==> src/rtl/difftest_commit_ctrl_pkg.sv <==
// Shared types for the difftest commit sequencer: the commit record that
// travels through the FIFO and the sequencer state encoding.
package npc_difftest_pkg;

   localparam int XLEN = 32;
   localparam int NREG = 32;

   // One retired instruction as reported by the writeback stage.
   typedef struct packed {
      logic [XLEN-1:0] pc;
      logic [31:0]     inst;
      logic            wen;
      logic [4:0]      rd;
      logic [XLEN-1:0] wdata;
      logic            skip;
      logic            ebreak;
   } commit_rec_t;

   typedef enum logic [1:0] {
      IDLE,
      APPLY,
      PRESENT,
      HALT
   } seq_state_e;

endpackage

==> src/rtl/difftest_commit_ctrl_if.sv <==
// Commit-side and checker-side handshakes of the difftest sequencer.
// master: the core plus the DPI checker; slave: the sequencer itself.
interface difftest_commit_ctrl_if #(
   parameter int XLEN = npc_difftest_pkg::XLEN,
   parameter int NREG = npc_difftest_pkg::NREG
);
   logic                 cmt_valid;
   logic                 cmt_ready;
   logic [XLEN-1:0]      cmt_pc;
   logic [31:0]          cmt_inst;
   logic                 cmt_wen;
   logic [4:0]           cmt_rd;
   logic [XLEN-1:0]      cmt_wdata;
   logic                 cmt_skip;
   logic                 cmt_ebreak;

   logic                 chk_valid;
   logic                 chk_ready;
   logic [XLEN-1:0]      chk_pc;
   logic [31:0]          chk_inst;
   logic                 chk_skip;
   logic [NREG*XLEN-1:0] chk_regs;
   logic [31:0]          chk_seq;
   logic                 halted;

   modport master (
      output cmt_valid, cmt_pc, cmt_inst, cmt_wen, cmt_rd, cmt_wdata, cmt_skip, cmt_ebreak,
      input  cmt_ready,
      input  chk_valid, chk_pc, chk_inst, chk_skip, chk_regs, chk_seq, halted,
      output chk_ready
   );

   modport slave (
      input  cmt_valid, cmt_pc, cmt_inst, cmt_wen, cmt_rd, cmt_wdata, cmt_skip, cmt_ebreak,
      output cmt_ready,
      output chk_valid, chk_pc, chk_inst, chk_skip, chk_regs, chk_seq, halted,
      input  chk_ready
   );
endinterface

==> src/rtl/difftest_commit_fifo.sv <==
// Small circular FIFO of commit records between the core and the sequencer.
// Push and pop in the same cycle are both honoured and leave count unchanged.
module commit_fifo
   import npc_difftest_pkg::*;
#(
   parameter  int DEPTH = 4,
   localparam int AW    = $clog2(DEPTH),
   localparam int CW    = $clog2(DEPTH + 1)
) (
   input  logic          clock,
   input  logic          reset,
   input  logic          push,
   input  commit_rec_t   din,
   input  logic          pop,
   output commit_rec_t   dout,
   output logic [CW-1:0] count,
   output logic          full,
   output logic          empty
);

   commit_rec_t   mem [DEPTH];
   logic [AW-1:0] wr_ptr;
   logic [AW-1:0] rd_ptr;
   logic          push_en;
   logic          pop_en;

   assign push_en = push && !full;
   assign pop_en  = pop && !empty;

   // Storage write.
   // NOTE: the entry array is not reset; pointers and count alone decide which
   // entries are live, so discarding in-flight records only needs them cleared.
   always_ff @(posedge clock) begin
      if (push_en) mem[wr_ptr] <= din;
   end

   // Pointer and occupancy bookkeeping; pointers wrap naturally at DEPTH.
   // NOTE: sequential state uses <= so every flop samples pre-edge values.
   always_ff @(posedge clock or posedge reset) begin
      if (reset) begin
         wr_ptr <= '0;
         rd_ptr <= '0;
         count  <= '0;
      end else begin
         if (push_en) wr_ptr <= wr_ptr + AW'(1);
         if (pop_en)  rd_ptr <= rd_ptr + AW'(1);
         case ({push_en, pop_en})
            2'b10:   count <= count + CW'(1);
            2'b01:   count <= count - CW'(1);
            default: count <= count;
         endcase
      end
   end

   assign dout  = mem[rd_ptr];
   assign full  = (count == CW'(DEPTH));
   assign empty = (count == '0);

endmodule

==> src/rtl/difftest_commit_ctrl.sv <==
// Commit sequencer: buffers retired-instruction records, applies each one to
// a shadow GPR file and hands one post-commit snapshot at a time to the
// difftest checker. Latches halt once an ebreak record has been consumed.
module difftest_commit_ctrl
   import npc_difftest_pkg::*;
#(
   parameter int XLEN  = npc_difftest_pkg::XLEN,
   parameter int NREG  = npc_difftest_pkg::NREG,
   parameter int DEPTH = 4
) (
   input logic             clock,
   input logic             reset,
   difftest_commit_ctrl_if.slave bus
);

   localparam int CW = $clog2(DEPTH + 1);

   seq_state_e      state_q;
   seq_state_e      state_d;
   commit_rec_t     rec_in;
   commit_rec_t     fifo_dout;
   commit_rec_t     hold_q;
   logic [CW-1:0]   fifo_count;
   logic            fifo_full;
   logic            fifo_empty;
   logic            push;
   logic            pop;
   logic            ebreak_seen_q;
   logic [XLEN-1:0] shadow_q [NREG];
   logic [31:0]     chk_seq_q;

   assign rec_in = '{pc:     bus.cmt_pc,
                     inst:   bus.cmt_inst,
                     wen:    bus.cmt_wen,
                     rd:     bus.cmt_rd,
                     wdata:  bus.cmt_wdata,
                     skip:   bus.cmt_skip,
                     ebreak: bus.cmt_ebreak};

   // Ready comes from registered occupancy only: a same-cycle pop never raises it.
   assign bus.cmt_ready = (fifo_count != CW'(DEPTH)) && !ebreak_seen_q && (state_q != HALT);
   assign push          = bus.cmt_valid && bus.cmt_ready;
   assign pop           = (state_q == IDLE) && !fifo_empty;

   commit_fifo #(.DEPTH(DEPTH)) u_fifo (
      .clock (clock),
      .reset (reset),
      .push  (push),
      .din   (rec_in),
      .pop   (pop),
      .dout  (fifo_dout),
      .count (fifo_count),
      .full  (fifo_full),
      .empty (fifo_empty)
   );

   // The full flag must always agree with the count that feeds ready.
   assert property (@(posedge clock) disable iff (reset) fifo_full == (fifo_count == CW'(DEPTH)));

   // Sequencer state register.
   always_ff @(posedge clock or posedge reset) begin
      if (reset) state_q <= IDLE;
      else       state_q <= state_d;
   end

   // Next-state: pop, apply, present, then either idle again or halt on ebreak.
   // NOTE: state_d is defaulted before the case so no path can infer a latch.
   always_comb begin
      state_d = state_q;
      case (state_q)
         IDLE:    if (!fifo_empty) state_d = APPLY;
         APPLY:   state_d = PRESENT;
         PRESENT: if (bus.chk_ready) state_d = hold_q.ebreak ? HALT : IDLE;
         HALT:    state_d = HALT;
         default: state_d = IDLE;
      endcase
   end

   // Hold register: the record currently being applied and presented.
   always_ff @(posedge clock or posedge reset) begin
      if (reset)    hold_q <= '0;
      else if (pop) hold_q <= fifo_dout;
   end

   // Once an ebreak is accepted, no later commit may enter the FIFO.
   always_ff @(posedge clock or posedge reset) begin
      if (reset)                        ebreak_seen_q <= 1'b0;
      else if (push && bus.cmt_ebreak)  ebreak_seen_q <= 1'b1;
   end

   // Shadow GPR update and commit counter; x0 is never written so stays zero.
   always_ff @(posedge clock or posedge reset) begin
      if (reset) begin
         for (int i = 0; i < NREG; i++) shadow_q[i] <= '0;
         chk_seq_q <= '0;
      end else if (state_q == APPLY) begin
         if (hold_q.wen && (hold_q.rd != 5'd0)) shadow_q[hold_q.rd] <= hold_q.wdata;
         chk_seq_q <= chk_seq_q + 32'd1;
      end
   end

   // Flatten the shadow file for the checker, register i at [i*XLEN +: XLEN].
   always_comb begin
      bus.chk_regs = '0;
      for (int i = 0; i < NREG; i++) bus.chk_regs[i*XLEN +: XLEN] = shadow_q[i];
   end

   assign bus.chk_valid = (state_q == PRESENT);
   assign bus.halted    = (state_q == HALT);
   assign bus.chk_pc    = hold_q.pc;
   assign bus.chk_inst  = hold_q.inst;
   assign bus.chk_skip  = hold_q.skip;
   assign bus.chk_seq   = chk_seq_q;

endmodule

==> src/flat_wrapper.sv <==
// flat-port wrapper written by rule: the top's interface ports become plain ports
module difftest_commit_ctrl_flat import npc_difftest_pkg::*;
#(
   parameter int XLEN  = npc_difftest_pkg::XLEN,
   parameter int NREG  = npc_difftest_pkg::NREG,
   parameter int DEPTH = 4
)
  (clock, reset, bus_cmt_valid, bus_cmt_pc, bus_cmt_inst, bus_cmt_wen, bus_cmt_rd, bus_cmt_wdata, bus_cmt_skip, bus_cmt_ebreak, bus_cmt_ready, bus_chk_valid, bus_chk_pc, bus_chk_inst, bus_chk_skip, bus_chk_regs, bus_chk_seq, bus_halted, bus_chk_ready);
  difftest_commit_ctrl_if #(.XLEN(XLEN), .NREG(NREG)) bus_i ();
  input logic clock;
  input logic reset;
  input wire logic [$bits(bus_i.cmt_valid)-1:0] bus_cmt_valid;
  input wire logic [$bits(bus_i.cmt_pc)-1:0] bus_cmt_pc;
  input wire logic [$bits(bus_i.cmt_inst)-1:0] bus_cmt_inst;
  input wire logic [$bits(bus_i.cmt_wen)-1:0] bus_cmt_wen;
  input wire logic [$bits(bus_i.cmt_rd)-1:0] bus_cmt_rd;
  input wire logic [$bits(bus_i.cmt_wdata)-1:0] bus_cmt_wdata;
  input wire logic [$bits(bus_i.cmt_skip)-1:0] bus_cmt_skip;
  input wire logic [$bits(bus_i.cmt_ebreak)-1:0] bus_cmt_ebreak;
  output wire logic [$bits(bus_i.cmt_ready)-1:0] bus_cmt_ready;
  output wire logic [$bits(bus_i.chk_valid)-1:0] bus_chk_valid;
  output wire logic [$bits(bus_i.chk_pc)-1:0] bus_chk_pc;
  output wire logic [$bits(bus_i.chk_inst)-1:0] bus_chk_inst;
  output wire logic [$bits(bus_i.chk_skip)-1:0] bus_chk_skip;
  output wire logic [$bits(bus_i.chk_regs)-1:0] bus_chk_regs;
  output wire logic [$bits(bus_i.chk_seq)-1:0] bus_chk_seq;
  output wire logic [$bits(bus_i.halted)-1:0] bus_halted;
  input wire logic [$bits(bus_i.chk_ready)-1:0] bus_chk_ready;
  assign bus_i.cmt_valid = bus_cmt_valid;
  assign bus_i.cmt_pc = bus_cmt_pc;
  assign bus_i.cmt_inst = bus_cmt_inst;
  assign bus_i.cmt_wen = bus_cmt_wen;
  assign bus_i.cmt_rd = bus_cmt_rd;
  assign bus_i.cmt_wdata = bus_cmt_wdata;
  assign bus_i.cmt_skip = bus_cmt_skip;
  assign bus_i.cmt_ebreak = bus_cmt_ebreak;
  assign bus_cmt_ready = bus_i.cmt_ready;
  assign bus_chk_valid = bus_i.chk_valid;
  assign bus_chk_pc = bus_i.chk_pc;
  assign bus_chk_inst = bus_i.chk_inst;
  assign bus_chk_skip = bus_i.chk_skip;
  assign bus_chk_regs = bus_i.chk_regs;
  assign bus_chk_seq = bus_i.chk_seq;
  assign bus_halted = bus_i.halted;
  assign bus_i.chk_ready = bus_chk_ready;
  difftest_commit_ctrl #(.XLEN(XLEN), .NREG(NREG), .DEPTH(DEPTH)) u_core (.clock(clock), .reset(reset), .bus(bus_i));
endmodule
==> config.mk <==
export PLATFORM = sky130hd
export DESIGN_NAME = difftest_commit_ctrl_flat
export DESIGN_NICKNAME = d
export VERILOG_FILES = /design/src/rtl/difftest_commit_ctrl_pkg.sv /design/src/rtl/difftest_commit_ctrl_if.sv /design/src/rtl/difftest_commit_fifo.sv /design/src/rtl/difftest_commit_ctrl.sv /design/src/flat_wrapper.sv
export SDC_FILE = /design/constraint.sdc
export NUM_CORES = 2
export LEC_CHECK = 0
export ABC_AREA = 0
export CAP_MARGIN = 20
export CORE_AREA = 8 8 469 471
export DETAILED_ROUTE_END_ITERATION = 16
export DIE_AREA = 0 0 477 479
export GPL_TIMING_DRIVEN = 0
export SLEW_MARGIN = 20
export SYNTH_ARGS = -nofsm -noshare
export SYNTH_HDL_FRONTEND = slang
export SYNTH_HIERARCHICAL = 1
export SYNTH_SLANG_ARGS = --single-unit
==> constraint.sdc <==
create_clock -name clock -period 56.1 [get_ports clock]
set_input_delay 14.025 -clock clock [delete_from_list [all_inputs] [get_ports clock]]
set_output_delay 14.025 -clock clock [all_outputs]
set_load 0.1 [all_outputs]
**Word-level counts from Yosys, hierarchy flattened**

Memory sizes are Yosys's and may differ from the RTL's. A register that Yosys moved wholly into a read port is not among the register bits.
Index checks and enable logic that the tools add are counted.

- RAM bits: 416
- Input bits: 108
- Memories kept: 1
- Word-level logic and storage cells: 85
- Register bits after elaboration: 1066

Memory list:

| name | words | width | read ports | clocked after memory_dff | write ports | line | source |
|---|---|---|---|---|---|---|---|
| u_core.u_fifo.mem | 4 | 104 | 1 | 1 | 1 | difftest_commit_fifo.sv:21 | `commit_rec_t mem [DEPTH];` |

- Multiplexer cells: 10
- $lt $le $gt $ge: 2
- Bitwise logic cells: 1
- Equal/unequal tests: 10
- $add $sub $neg: 5
- Reductions and logical operators: 18

Operator list:

| cell | count |
|---|---|
| $bwmux 1024 | 1 |
| $demux 32 s5 | 1 |
| $add 32x1->32 const B | 1 |
| $mux 32 | 1 |
| $logic_and 1x1->1 | 9 |
| $pmux 2 s4 | 1 |
| $eq 2x2->1 const B | 3 |
| $ge 6x6->1 const B | 1 |
| $lt 6x1->1 const B | 1 |
| $mux 2 | 3 |
| $not 5->6 | 1 |
| $pmux 3 s2 | 1 |
| $reduce_bool 5->1 | 1 |
| $add 2x1->2 const B | 2 |
| $eq 2x1->1 const B | 2 |
| $ne 2x2->1 const B | 2 |
| $reduce_and 2->1 | 2 |
| $add 3x1->3 const B | 1 |
| $eq 3x3->1 const B | 1 |
| $logic_not 1->1 | 3 |
| $logic_not 3->1 | 1 |
| $ne 3x3->1 const B | 1 |
| $sub 3x1->3 const B | 1 |
| $logic_not 2->1 | 1 |
| other kinds (3) | 4 |

**Logic depth before layout (Yosys ltp)**

- Depth after elaboration: 7
- Depth in mapped cells: 12
- Gate-level depth less buffers: 11

**Hierarchy**

Netlist, hierarchy kept.

By module, submodules not included:

| module | area each (µm²) | instances | cells each |
|---|---|---|---|
| difftest_commit_ctrl | 44147.3 | 1 | 2723 |
| commit_fifo | 15422.3 | 1 | 582 |

**Worst setup path after synthesis**

Ideal clock, no wire load.

- Kind: register to output
- Start point: reg u_core.state_q[0]
- End point: out bus_cmt_ready
- Arrival time: 3.435 ns
- Cell stages (with the launch flop): 4
- Path buffers: 1
- Data required time: 42.075 ns
- Path slack: 38.640 ns
- Cell sequence: dfrtp_1 -> buf_2 -> and2_1 -> a211oi_1

- Cells in the longest elaborated chain, start to end: 2

RTL lines:

| what | line | source |
|---|---|---|
| start: declaration | difftest_commit_ctrl.sv:18 | `seq_state_e state_q;` |
| start signal: assignment | difftest_commit_ctrl.sv:63 | `else state_q <= state_d;` |
| $ne 2x2->1 | difftest_commit_ctrl.sv:41 | `assign bus.cmt_ready = (fifo_count != CW'(DEPTH)) && !ebreak_seen_q && (state_q != HALT);` |
| $logic_and 1x1->1 | difftest_commit_ctrl.sv:41 |  |
| end: declaration | flat_wrapper.sv:20 | `output wire logic [$bits(bus_i.cmt_ready)-1:0] bus_cmt_ready;` |

No other way between the ends.

**Worst setup path in the final report**

- Start point: reg u_core.state_q[1]
- End point: out bus_cmt_ready

Same word-level chain as after synthesis.

==> impl_metrics.yaml <==
critical_path:
  crit_arrival_ns: 3.46
  worstSetupPathType: "reg2out"
  reg2reg_slack_ns: 52.33
  cp-start-kind: "flop"
  reg2regPathDepth: 7
  r2r-end: "u_core/u_fifo/mem[3][20]$_DFFE_PP_"
  rr_startpoint: "u_core/state_q[1]$_DFFE_PP0P_"
  critPathRequiredTime_ns: 42.08
  end_kind: "output port"
  path_max_fanout: 8
yosys:
  ys_seq_area_frac: 0.701
  synthesis.area_mm2: 0.0596
  yosys_register_bits: 1586
  async_flop_share: 0.738
  syn_nets: 3420
  ys_types: 42
  synthCells: 3305
  yosysWarnings: 6
  synth-main-ff-cell: "dfrtp_1"
  synth_edf_count: 416
  avgSynthCellArea_um2: 18.0
clock_tree:
  h-tree-depth: 4
  path_clk_slew_ns: 0.06
  clock_latency_ns: 0.83
  cts_max_path_buffers: 3
  clock-root-buffer: "clkbuf_16"
  ctsHoldBuffers: 0
  clkSinkCount: 1586
  cts_setup_buffers: 0
  cts_made_buffers: 171
  cts.repair.resized: 0
  cts_tree: "yes"
drt:
  post_drt_via_cell_ratio: 4.50
  first_pass_iters: 5
  wl_per_cell_um: 29.5
  via_count: 34900
  routed_wl_um: 229000
  drc: 0
  drt_first_iter_violations: 1907
  detail-route-antenna-nets: 0
grt:
  grt_pass1_vias: 37000
  antenna_found_initial: 63
  track_usage: 0.195
  grt.overflow.total: 0
  grt_max_degree: 106
  grt_pass1_wl_um: 314000
placement:
  place_hpwl_um: 173000
  gp_congestion: 0.815
  placement.io_buffers: 1231
finish:
  final_common_cell: "clkdlybuf4s50_1"
  layout-drive-gt1-share: 0.356
  post-route-util: 0.385
  nNetsFinal: 4850
  layout_common_cells: "clkdlybuf4s50_1, dfrtp_1, mux2_2, edfxtp_1, clkbuf_16"
  area_growth_pct: 37.8
timing:
  finClkSkew_ns: 0.0590
  period_needed_ns: 17.49
  final-max-slew-violation-count: 0
  max_slew.worst_pin.slew_ns: 1.18
  max_slew_margin: 0.209
  final_hold_viol_count: 0
  fmaxAchievable_ghz: 0.0572
  rsz0062_at_grt: "no"
  timing.final.crit_share: 0.312
  setup-violations-final: 0
run_status:
  status: "complete, no violations"
hold_path:
  hp-start: "u_core/bus.chk_regs[30]$_DFFE_PP0P_"
  min_path_type: "reg2reg"
  holdPathEnd: "u_core/bus.chk_regs[30]$_DFFE_PP0P_"
  hold_depth: 1
floorplanning:
  die_w_um: 477
  core-area_mm2: 0.213
  pin_count: 1232
  initial_core_util: 0.280
  num_rows: 170
  die_height_um: 479
  dieArea_mm2: 0.228
run:
  cap_violations: 0
==> registers in the layout, indices dropped and copies added, names as in the netlist <==
name / flops
u_core/u_fifo/rd_ptr: 2
u_core/u_fifo/wr_ptr: 2
u_core/bus.chk_inst: 32
u_core/bus.chk_seq: 32
u_core/state_q: 2
u_core/bus.chk_skip: 1
u_core/ebreak_seen_q: 1
u_core/u_fifo/count: 3
u_core/bus.chk_regs: 1024
u_core/hold_q: 39
u_core/bus.chk_pc: 32
u_core/u_fifo/mem: 416
==> worst max-delay path, cell delays in order, from the launching register on <==
cell and delay (ns):
dfrtp_1 0.63, and2_1 0.32, a211oi_1 0.48, clkdlybuf4s50_1 1.24
==> stage by stage <==
step	hold WS, ns	instance area, µm²	worst slack [ns]	setup TNS [ns]	cells
global route	0.466	82000	38.50	0	7716
global placement	0.440	75400	-5.31	-5861.37	7374
floorplan	0.429	59600	9.32	0	3305
CTS	0.458	82000	38.48	0	7716
detailed placement	0.445	76100	38.99	0	7400
finish	0.453	82100	38.61	0	7747
==> worst max path at each step <==
| stage | from | to | cells past startpoint |
|---|---|---|---|
| global placement | reset | u_core/bus.chk_regs[569]$_DFFE_PP0P_ | 2 |
| floorplan | reset | u_core/bus.chk_inst[0]$_DFFE_PP0P_ | 1 |
| finish | u_core/state_q[1]$_DFFE_PP0P_ | bus_cmt_ready | 3 |
| global route | u_core/state_q[1]$_DFFE_PP0P_ | bus_cmt_ready | 3 |
| detailed placement | reset | u_core/bus.chk_regs[630]$_DFFE_PP0P_ | 6 |
| CTS | u_core/state_q[1]$_DFFE_PP0P_ | bus_cmt_ready | 3 |
==> layout make-up <==
type,instances,area [µm²]
multi-input cells,1376,15900
clock inverters,62,856
inverters,8,37.5
fillers,19900,131000
repair buffers,1257,12900
flip-flops and latches,1586,41800
diodes,31,77.6
well taps,2838,3550
clock buffers,254,5080
plain buffers,335,1880
==> cells in the mapped netlist (all sizes together) (3+ instances only) <==
cell type  number  area share
dfrtp        1170        0.49
mux2         1098        0.21
edfxtp        416        0.21
buf           191       0.022
clkbuf        144      0.0091
mux4          104       0.039
nor2           22      0.0019
xnor2          22      0.0032
nand2          21      0.0013
nand3          15      0.0013
xor2           15      0.0022
and2           10      0.0011
nand4          10      0.0011
nor3            9     0.00092
inv             8     0.00050
nor2b           7     0.00074
and3            6     0.00063
ha              6      0.0013
and4            5     0.00074
a21o            4     0.00050
nand2b          4     0.00042
nand3b          4     0.00071
nor3b           3     0.00038
or4             3     0.00044
==> cells by family after synthesis <==
group | share of synthesized area
flip-flops | 0.701
multiplexers | 0.247
buffers and inverters | 0.0316
AND/OR/NAND/NOR | 0.0124
XOR/XNOR | 0.00544
adder cells (fa/ha/maj) | 0.00160
AO/OA/AOI/OAI | 0.000777
==> layer usage <==
metal  GRT usage  part of all wire  vias to the layer above
met5           0            0.0012                        -
met4      0.0558             0.029                       42
met3      0.0657             0.078                      308
met2       0.339              0.50                     1213
met1       0.228              0.39                    18400
li1            -                 -                    14800
Power is not shown: default switching activity piles up to over one toggle a cycle in this logic, so the estimate is an artifact.
